==> src/rtl/eject_rx_buffer.sv <==
// eject_rx_buffer: first-word-fall-through receive FIFO on the router eject port.
// Define EJECT_RX_STATS_EN to add the rx_count / drop_count statistics outputs.
module eject_rx_buffer #(
  parameter  int FLIT_W = 144,
  parameter  int DEPTH  = 4,
  localparam int AW     = $clog2(DEPTH)
) (
  input  logic              clk,
  input  logic              rst,
  input  logic [FLIT_W-1:0] eject,
  input  logic              push,
  output logic              bfull,
  output logic [FLIT_W-1:0] dout,
  output logic              dout_valid,
  input  logic              dout_ready,
  output logic [AW:0]       level,
  output logic              overflow
`ifdef EJECT_RX_STATS_EN
  ,
  output logic [31:0]       rx_count,
  output logic [15:0]       drop_count
`endif
);

  localparam logic [AW:0] FULL_CNT = DEPTH[AW:0];

  logic [FLIT_W-1:0] mem [DEPTH];
  logic [AW-1:0]     wp;
  logic [AW-1:0]     rp;
  logic [AW:0]       cnt;
  logic              wr;
  logic              rd;
  logic              drop;

  // bfull comes from registered cnt only: no core-to-router comb path
  assign bfull      = (cnt == FULL_CNT);
  assign dout_valid = (cnt != '0);
  assign dout       = mem[rp];
  assign level      = cnt;

  assign wr   = push && !bfull;
  assign rd   = dout_valid && dout_ready;
  assign drop = push && bfull;

  always_ff @(posedge clk) begin
    if (rst) begin
      for (int i = 0; i < DEPTH; i++) begin
        mem[i] <= '0;
      end
    end else if (wr) begin
      mem[wp] <= eject;
    end
  end

  always_ff @(posedge clk) begin
    if (rst) begin
      wp       <= '0;
      rp       <= '0;
      cnt      <= '0;
      overflow <= 1'b0;
    end else begin
      if (wr) begin
        wp <= wp + 1'b1;
      end
      if (rd) begin
        rp <= rp + 1'b1;
      end
      case ({wr, rd})
        2'b10:   cnt <= cnt + 1'b1;
        2'b01:   cnt <= cnt - 1'b1;
        default: cnt <= cnt;
      endcase
      if (drop) begin
        overflow <= 1'b1;
      end
    end
  end

`ifdef EJECT_RX_STATS_EN
  always_ff @(posedge clk) begin
    if (rst) begin
      rx_count   <= '0;
      drop_count <= '0;
    end else begin
      if (wr) begin
        rx_count <= rx_count + 1'b1;
      end
      if (drop && drop_count != 16'hFFFF) begin
        drop_count <= drop_count + 1'b1;
      end
    end
  end
`endif

endmodule

==> config.mk <==
export PLATFORM = sky130hd
export DESIGN_NAME = eject_rx_buffer
export DESIGN_NICKNAME = d
export VERILOG_FILES = /design/src/rtl/eject_rx_buffer.sv
export SDC_FILE = /design/constraint.sdc
export NUM_CORES = 1
export LEC_CHECK = 0
export ABC_CLOCK_PERIOD_IN_PS = 17540
export BUFFER_PORTS_ARGS = -buffer_cell sky130_fd_sc_hd__buf_4
export CORE_UTILIZATION = 45
export DETAILED_ROUTE_END_ITERATION = 8
export PLACE_DENSITY_LB_ADDON = 0.3
export SLEW_MARGIN = 20
export SYNTH_ARGS = -nofsm -noshare
export SYNTH_HDL_FRONTEND = slang
export SYNTH_SLANG_ARGS = --single-unit
==> constraint.sdc <==
create_clock -name clk -period 17.54 [get_ports clk]
set_input_delay 1.754 -clock clk [delete_from_list [all_inputs] [get_ports clk]]
set_output_delay 1.754 -clock clk [all_outputs]
set_load 0.1 [all_outputs]
==> impl_metrics.env, run 1 <==
export IMPL_slew_headroom_pct=26.3
export IMPL_post_route_drc_count=0
export IMPL_critPathKind="reg -> out"
export IMPL_peakVddDrop_mv=0.124
export IMPL_arrival_ns=3.73
export IMPL_leakage_nw=11.2
export IMPL_portBuffers=297
export IMPL_drtPass1Iterations=5
export IMPL_avgSynthCellArea_um2=17.5
export IMPL_ys_async_sr_fraction_pct=0
export IMPL_post_cts_buffers=0
export IMPL_critPathBufInv=3
export IMPL_status="finished clean"
export IMPL_core_rowCount=86
export IMPL_maxCapViolations=0
export IMPL_dp_hpwl_um=30500
export IMPL_min_period_ns=5.48
export IMPL_crit_chain="buf_4, buf_4, mux4_2, buf_4"
export IMPL_nets=1881
export IMPL_synth_area_um2=25300
export IMPL_total_power_mw=4.87
export IMPL_postCtsHoldBufs=0
export IMPL_cp_slowest_cell="buf_4"
export IMPL_fin_hold_ws_ns=0.493
export IMPL_crit_family="buffers and inverters"
export IMPL_cts_buffers=59
export IMPL_synth_top_area_share_pct=68.5
export IMPL_grt_pass1_vias=13817
export IMPL_drt_iter0_drc=776
export IMPL_finalSetupViolCount=0
export IMPL_ys_warn_count=0
export IMPL_die_h_um=239
export IMPL_max_stage_delay_ns=0.81
export IMPL_synth_top_flop_cell="edfxtp_1"
export IMPL_pre_cts_ws_ns=12.59
export IMPL_start_util_pct=45.7
export IMPL_fin_area_um2=30000
export IMPL_rsz0062_at_grt="no"
export IMPL_clkLatencyLatePin_ns=0.60
export IMPL_htreeDepth=2
export IMPL_via_count=13098
export IMPL_via_per_inst=5.19
export IMPL_gp_congestion=0.752
export IMPL_worst_pin_slew_ns=1.11
export IMPL_place_inst=2417
export IMPL_drtAntennaViolNets=0
export IMPL_cp_end_kind="output port"
export IMPL_crit_path_frequent_cell="buf_4"
export IMPL_synth_top_cell_by_area="edfxtp_1"
export IMPL_synth_edf_count=576
export IMPL_reg2reg_slack_ns=14.18
export IMPL_slew_violations=0
export IMPL_synth_nets=1593
export IMPL_ys_types=31
export IMPL_routed_wl_um=55500
export IMPL_clock_skew_ns=0.0148
export IMPL_startpoint_type="register"
export IMPL_final_setup_tns_ns=0
export IMPL_cts_tree="yes"
export IMPL_synth_commonest_cells="and2_1, edfxtp_1, mux4_2"
export IMPL_timing_final_ws_setup_ns=12.06
export IMPL_io_pins=298
export IMPL_ys_ff_latch=586
export IMPL_p_per_area_nw_per_um2=163
export IMPL_grt_first_pass_wirelength_um=83400
export IMPL_gr_total_overflow=0
export IMPL_yosysSeqAreaShare_pct=69.3
export IMPL_dieArea_um2=57100
export IMPL_period_share_pct=31.3
export IMPL_placed_area_um2=28100
export IMPL_final_hold_viol_count=0
export IMPL_seq_area_um2=17500
export IMPL_drive_gt1_share_pct=31.5
export IMPL_cp_required_ns=15.79
export IMPL_fmax_mhz=182
export IMPL_ctsLongestPathBuffers=3
export IMPL_grt_antenna_before_repair=4
export IMPL_fill_cells=4456
export IMPL_syn2layout_area_growth_pct=18.7
export IMPL_fin_util_pct=54.2
export IMPL_synthTopCellsByArea="edfxtp_1, and2_1, mux4_2"
export IMPL_critical_path_peak_fanout=57
export IMPL_clock_sinks=586
export IMPL_grt_start_max_net_pins=117
export IMPL_fin_cells=2525
export IMPL_root_buffer="clkbuf_16"
export IMPL_clk_pin_slew_worst_paths_ns=0.06
export IMPL_grt_use_total_pct=19.6
export IMPL_core_area_um2=55300
export IMPL_wl_per_cell_um=22.0
export IMPL_multi_input_area_um2=7210
export IMPL_postSynthCellCount=1443
export IMPL_fp_dieW_um=239
export IMPL_hold_class="reg -> reg"
export IMPL_ctsResizeCount=0
## cell usage in the layout, fill, tap and decap left out, types with 2 or more instances in the layout
master and instances:
and2_1 576, edfxtp_1 576, buf_4 318, mux4_2 144, clkbuf_16 61, clkbuf_1 14
clkinv_2 13, nor2_1 9, clkinv_1 8, dfxtp_1 8, inv_1 5, bufinv_16 5
xor2_1 3, a21oi_1 3, clkinvlp_4 3, nand2b_1 2, nand2_1 2, or3_1 2
nor4_4 2, dfxtp_4 2
## path summary, 6_finish.rpt
check | from | end | cells after the start
max | register | dout[76] | 4
max reg2reg | level[0] | mem[2][13] | 5
min reg2reg | overflow | overflow | 2
min | overflow | overflow | 2
## worst register-to-register path, delay by kind of cell, from the launching register on
family,cells,cell delay [ns]
AO/OA/AOI/OAI,1,0.65
buffers and inverters,2,1.29
flip-flops,1,0.57
AND/OR/NAND/NOR,2,0.47
## flip-flops by register name, summed over array words and instances (netlist names), named ones only
signal    flops
wp            2
rp            2
mem         576
level         3
overflow      1
## layer usage
| layer | routed length, um | track usage, % | share of wire [%] |
|---|---|---|---|
| met2 | 26800 | 32.1 | 48 |
| met1 | 22900 | 25.7 | 41 |
| met4 | 1080 | 5.50 | 1.9 |
| met3 | 4650 | 5.33 | 8.4 |
| met5 | 26 | 0 | 0.047 |
## area by class of cell
cell class / count / area share (%)
antenna: 1 / 0.00835
clock buffer: 75 / 5.27
clock inverter: 31 / 0.952
inverter: 5 / 0.0626
multi-input combinational: 759 / 24.0
sequential: 586 / 58.4
tap: 748 / 3.12
timing repair buffer: 320 / 8.13
## report_power, final
part / internal, mW / switching [mW] / total [mW]
Combinational: 0.482 / 1.39 / 1.88
Clock: 0.707 / 0.520 / 1.23
Sequential: 1.70 / 0.0652 / 1.77
Total: 2.89 / 1.98 / 4.87
## cells by family (layout without fill, tap and decap cells)
family / Yosys count / in the layout / share of synthesized area, %
buf+inv: 98 / 431 / 2.31
mux: 145 / 145 / 12.9
simple gates: 598 / 598 / 15.0
compound gates: 10 / 10 / 0.258
fa+ha+maj: 2 / 2 / 0.129
other cells: 0 / 1 / 0
flops: 586 / 586 / 69.3
xor+xnor: 4 / 4 / 0.139
Power figures use the tool's default switching activity.
==> run 2, diff against run 1 <==
- ABC_CLOCK_PERIOD_IN_PS: 17540 -> 4870
- clock period: 17.54 -> 4.87 ns (I/O delays scaled with it)
==> impl_metrics.env, run 2 (synthesis results as in run 1) <==
export IMPL_status="finished clean"
export IMPL_htreeDepth=2
export IMPL_critPathKind="reg -> out"
export IMPL_crit_family="flip-flops"
export IMPL_grt_first_pass_wirelength_um=82800
export IMPL_power_switching_mw=7.11
export IMPL_worst_pin_slew_ns=1.10
export IMPL_ctsResizeCount=0
export IMPL_grt_antenna_before_repair=6
export IMPL_dieArea_um2=57100
export IMPL_die_h_um=239
export IMPL_io_pins=298
export IMPL_dp_hpwl_um=30300
export IMPL_clock_skew_ns=0.0197
export IMPL_critPathBufInv=2
export IMPL_routed_wl_um=55300
export IMPL_postCtsHoldBufs=0
export IMPL_pwr_share_comb_pct=38.9
export IMPL_slew_headroom_pct=26.8
export IMPL_setup_worst_path_end="dout[101]"
export IMPL_ctsLongestPathBuffers=3
export IMPL_largest_register_ffs=576
export IMPL_grt_pass1_vias=13786
export IMPL_fin_hold_ws_ns=0.138
export IMPL_power_switching_fraction_pct=40.7
export IMPL_final_cell_mix="and2_1, edfxtp_1, buf_4"
export IMPL_timing_final_ws_setup_ns=1.55
export IMPL_cts_tree="yes"
export IMPL_core_area_um2=55300
export IMPL_fmax_mhz=302
export IMPL_drive_gt1_share_pct=31.1
export IMPL_min_period_ns=3.32
export IMPL_peakVddDrop_mv=0.447
export IMPL_total_power_mw=17.5
export IMPL_place_inst=2419
export IMPL_drtPass1Iterations=5
export IMPL_worstRegToRegCells=5
export IMPL_clkLatencyLatePin_ns=0.61
export IMPL_fin_cells=2529
export IMPL_gr_total_overflow=0
export IMPL_wl_per_cell_um=21.9
export IMPL_start_util_pct=45.7
export IMPL_syn2layout_area_growth_pct=19.0
export IMPL_period_share_pct=68.1
export IMPL_clock_power_share_pct=24.7
export IMPL_drt_iter0_drc=814
export IMPL_p_per_area_nw_per_um2=582
export IMPL_fp_dieW_um=239
export IMPL_regMostFlops="mem"
export IMPL_cp_num_cells=3
export IMPL_r2r_start="level[2]"
export IMPL_grt_use_total_pct=19.5
export IMPL_max_stage_delay_ns=0.82
export IMPL_fill_cells=4444
export IMPL_arrival_ns=2.83
export IMPL_cp_slowest_cell="dfxtp_4"
export IMPL_gp_congestion=0.724
export IMPL_grt_start_max_net_pins=81
export IMPL_startpoint_type="register"
export IMPL_maxCapViolations=0
export IMPL_nets=1883
export IMPL_hold_class="in -> reg"
export IMPL_crit_path_frequent_cell="buf_4"
export IMPL_crit_chain="buf_4, mux4_2, buf_4"
export IMPL_pre_cts_ws_ns=1.87
export IMPL_drtAntennaViolNets=0
export IMPL_portBuffers=297
export IMPL_post_cts_buffers=0
export IMPL_reg2reg_slack_ns=2.12
export IMPL_final_hold_viol_count=0
export IMPL_via_per_inst=5.17
export IMPL_rsz0062_at_grt="no"
export IMPL_p_int_mw=10.4
export IMPL_clk_pin_slew_worst_paths_ns=0.06
export IMPL_root_buffer="clkbuf_16"
export IMPL_core_rowCount=86
export IMPL_slew_violations=0
export IMPL_reg2reg_to="mem[0][90]"
export IMPL_via_count=13078
export IMPL_cp_end_kind="output port"
export IMPL_post_route_drc_count=0
export IMPL_clock_sinks=586
export IMPL_finalSetupViolCount=0
export IMPL_cts_buffers=59
export IMPL_leakage_nw=11.2
export IMPL_cp_required_ns=4.38
export IMPL_critical_path_peak_fanout=33
export IMPL_pwr_share_seq_pct=36.4
run 2: cell types whose count changed in the layout (fill, tap and decap cells not counted), moves of 7 or more:
cell | before | now
clkinv_2 | 13 | 5
buf_4 | 318 | 311
clkinv_1 | 8 | 17
buf_12 | 1 | 10
run 2: worst min path at each step:
stage	depth (start not counted)	from	end	slack (ns)
global placement	2	overflow	overflow	0.46
global route	2	eject[13]	mem[1][13]	0.14
floorplan	2	rp[1]	register	0.48
detailed placement	2	overflow	overflow	0.46
finish	3	push	overflow	0.14
CTS	3	push	overflow	0.10
run 2: layout make-up:
cell class	instances	area [um^2]	share of cell area [%]
flip-flops and latches	586	17500	58.3
multi-input cells	759	7210	24.0
repair buffers	322	2560	8.53
clock buffers	78	1590	5.29
well taps	748	936	3.11
clock inverters	27	218	0.724
inverters	5	18.8	0.0624
diodes	4	10.0	0.0333
run 2: worst reg2reg max path, stage by stage, from the launching register on:
cell and delay (ns):
dfxtp_4 0.37, nor3b_4 0.22, nor4b_4 0.24, buf_4 0.65, buf_4 0.76, and2_1 0.36
run 2: routing by layer:
metal | wire length [um] | vias to the layer above | global-route usage [%]
met5 | 36 | - | 0
met4 | 1190 | 6 | 5.40
met3 | 4460 | 84 | 6.11
met2 | 27700 | 342 | 33.0
met1 | 21900 | 6700 | 24.2
li1 | - | 5946 | -
run 2: metrics by stage:
| stage | utilization, % | area, um^2 | TNS (ns) |
|---|---|---|---|
| floorplan | - | 25300 | -1065.45 |
| global placement | 51.0 | 28200 | 0 |
| detailed placement | 51.0 | 28200 | 0 |
| CTS | 54.3 | 30000 | 0 |
| global route | 54.3 | 30100 | 0 |
| finish | 54.3 | 30100 | 0 |
run 2: power by group through the flow:
stage	logic, mW	clock network (mW)	registers [mW]
after floorplan	5.46	0	6.44
after global placement	6.82	0	6.48
after detailed placement	6.84	0	6.52
after CTS	6.85	4.41	6.41
after global routing	7.04	4.59	6.44
final	6.81	4.31	6.37
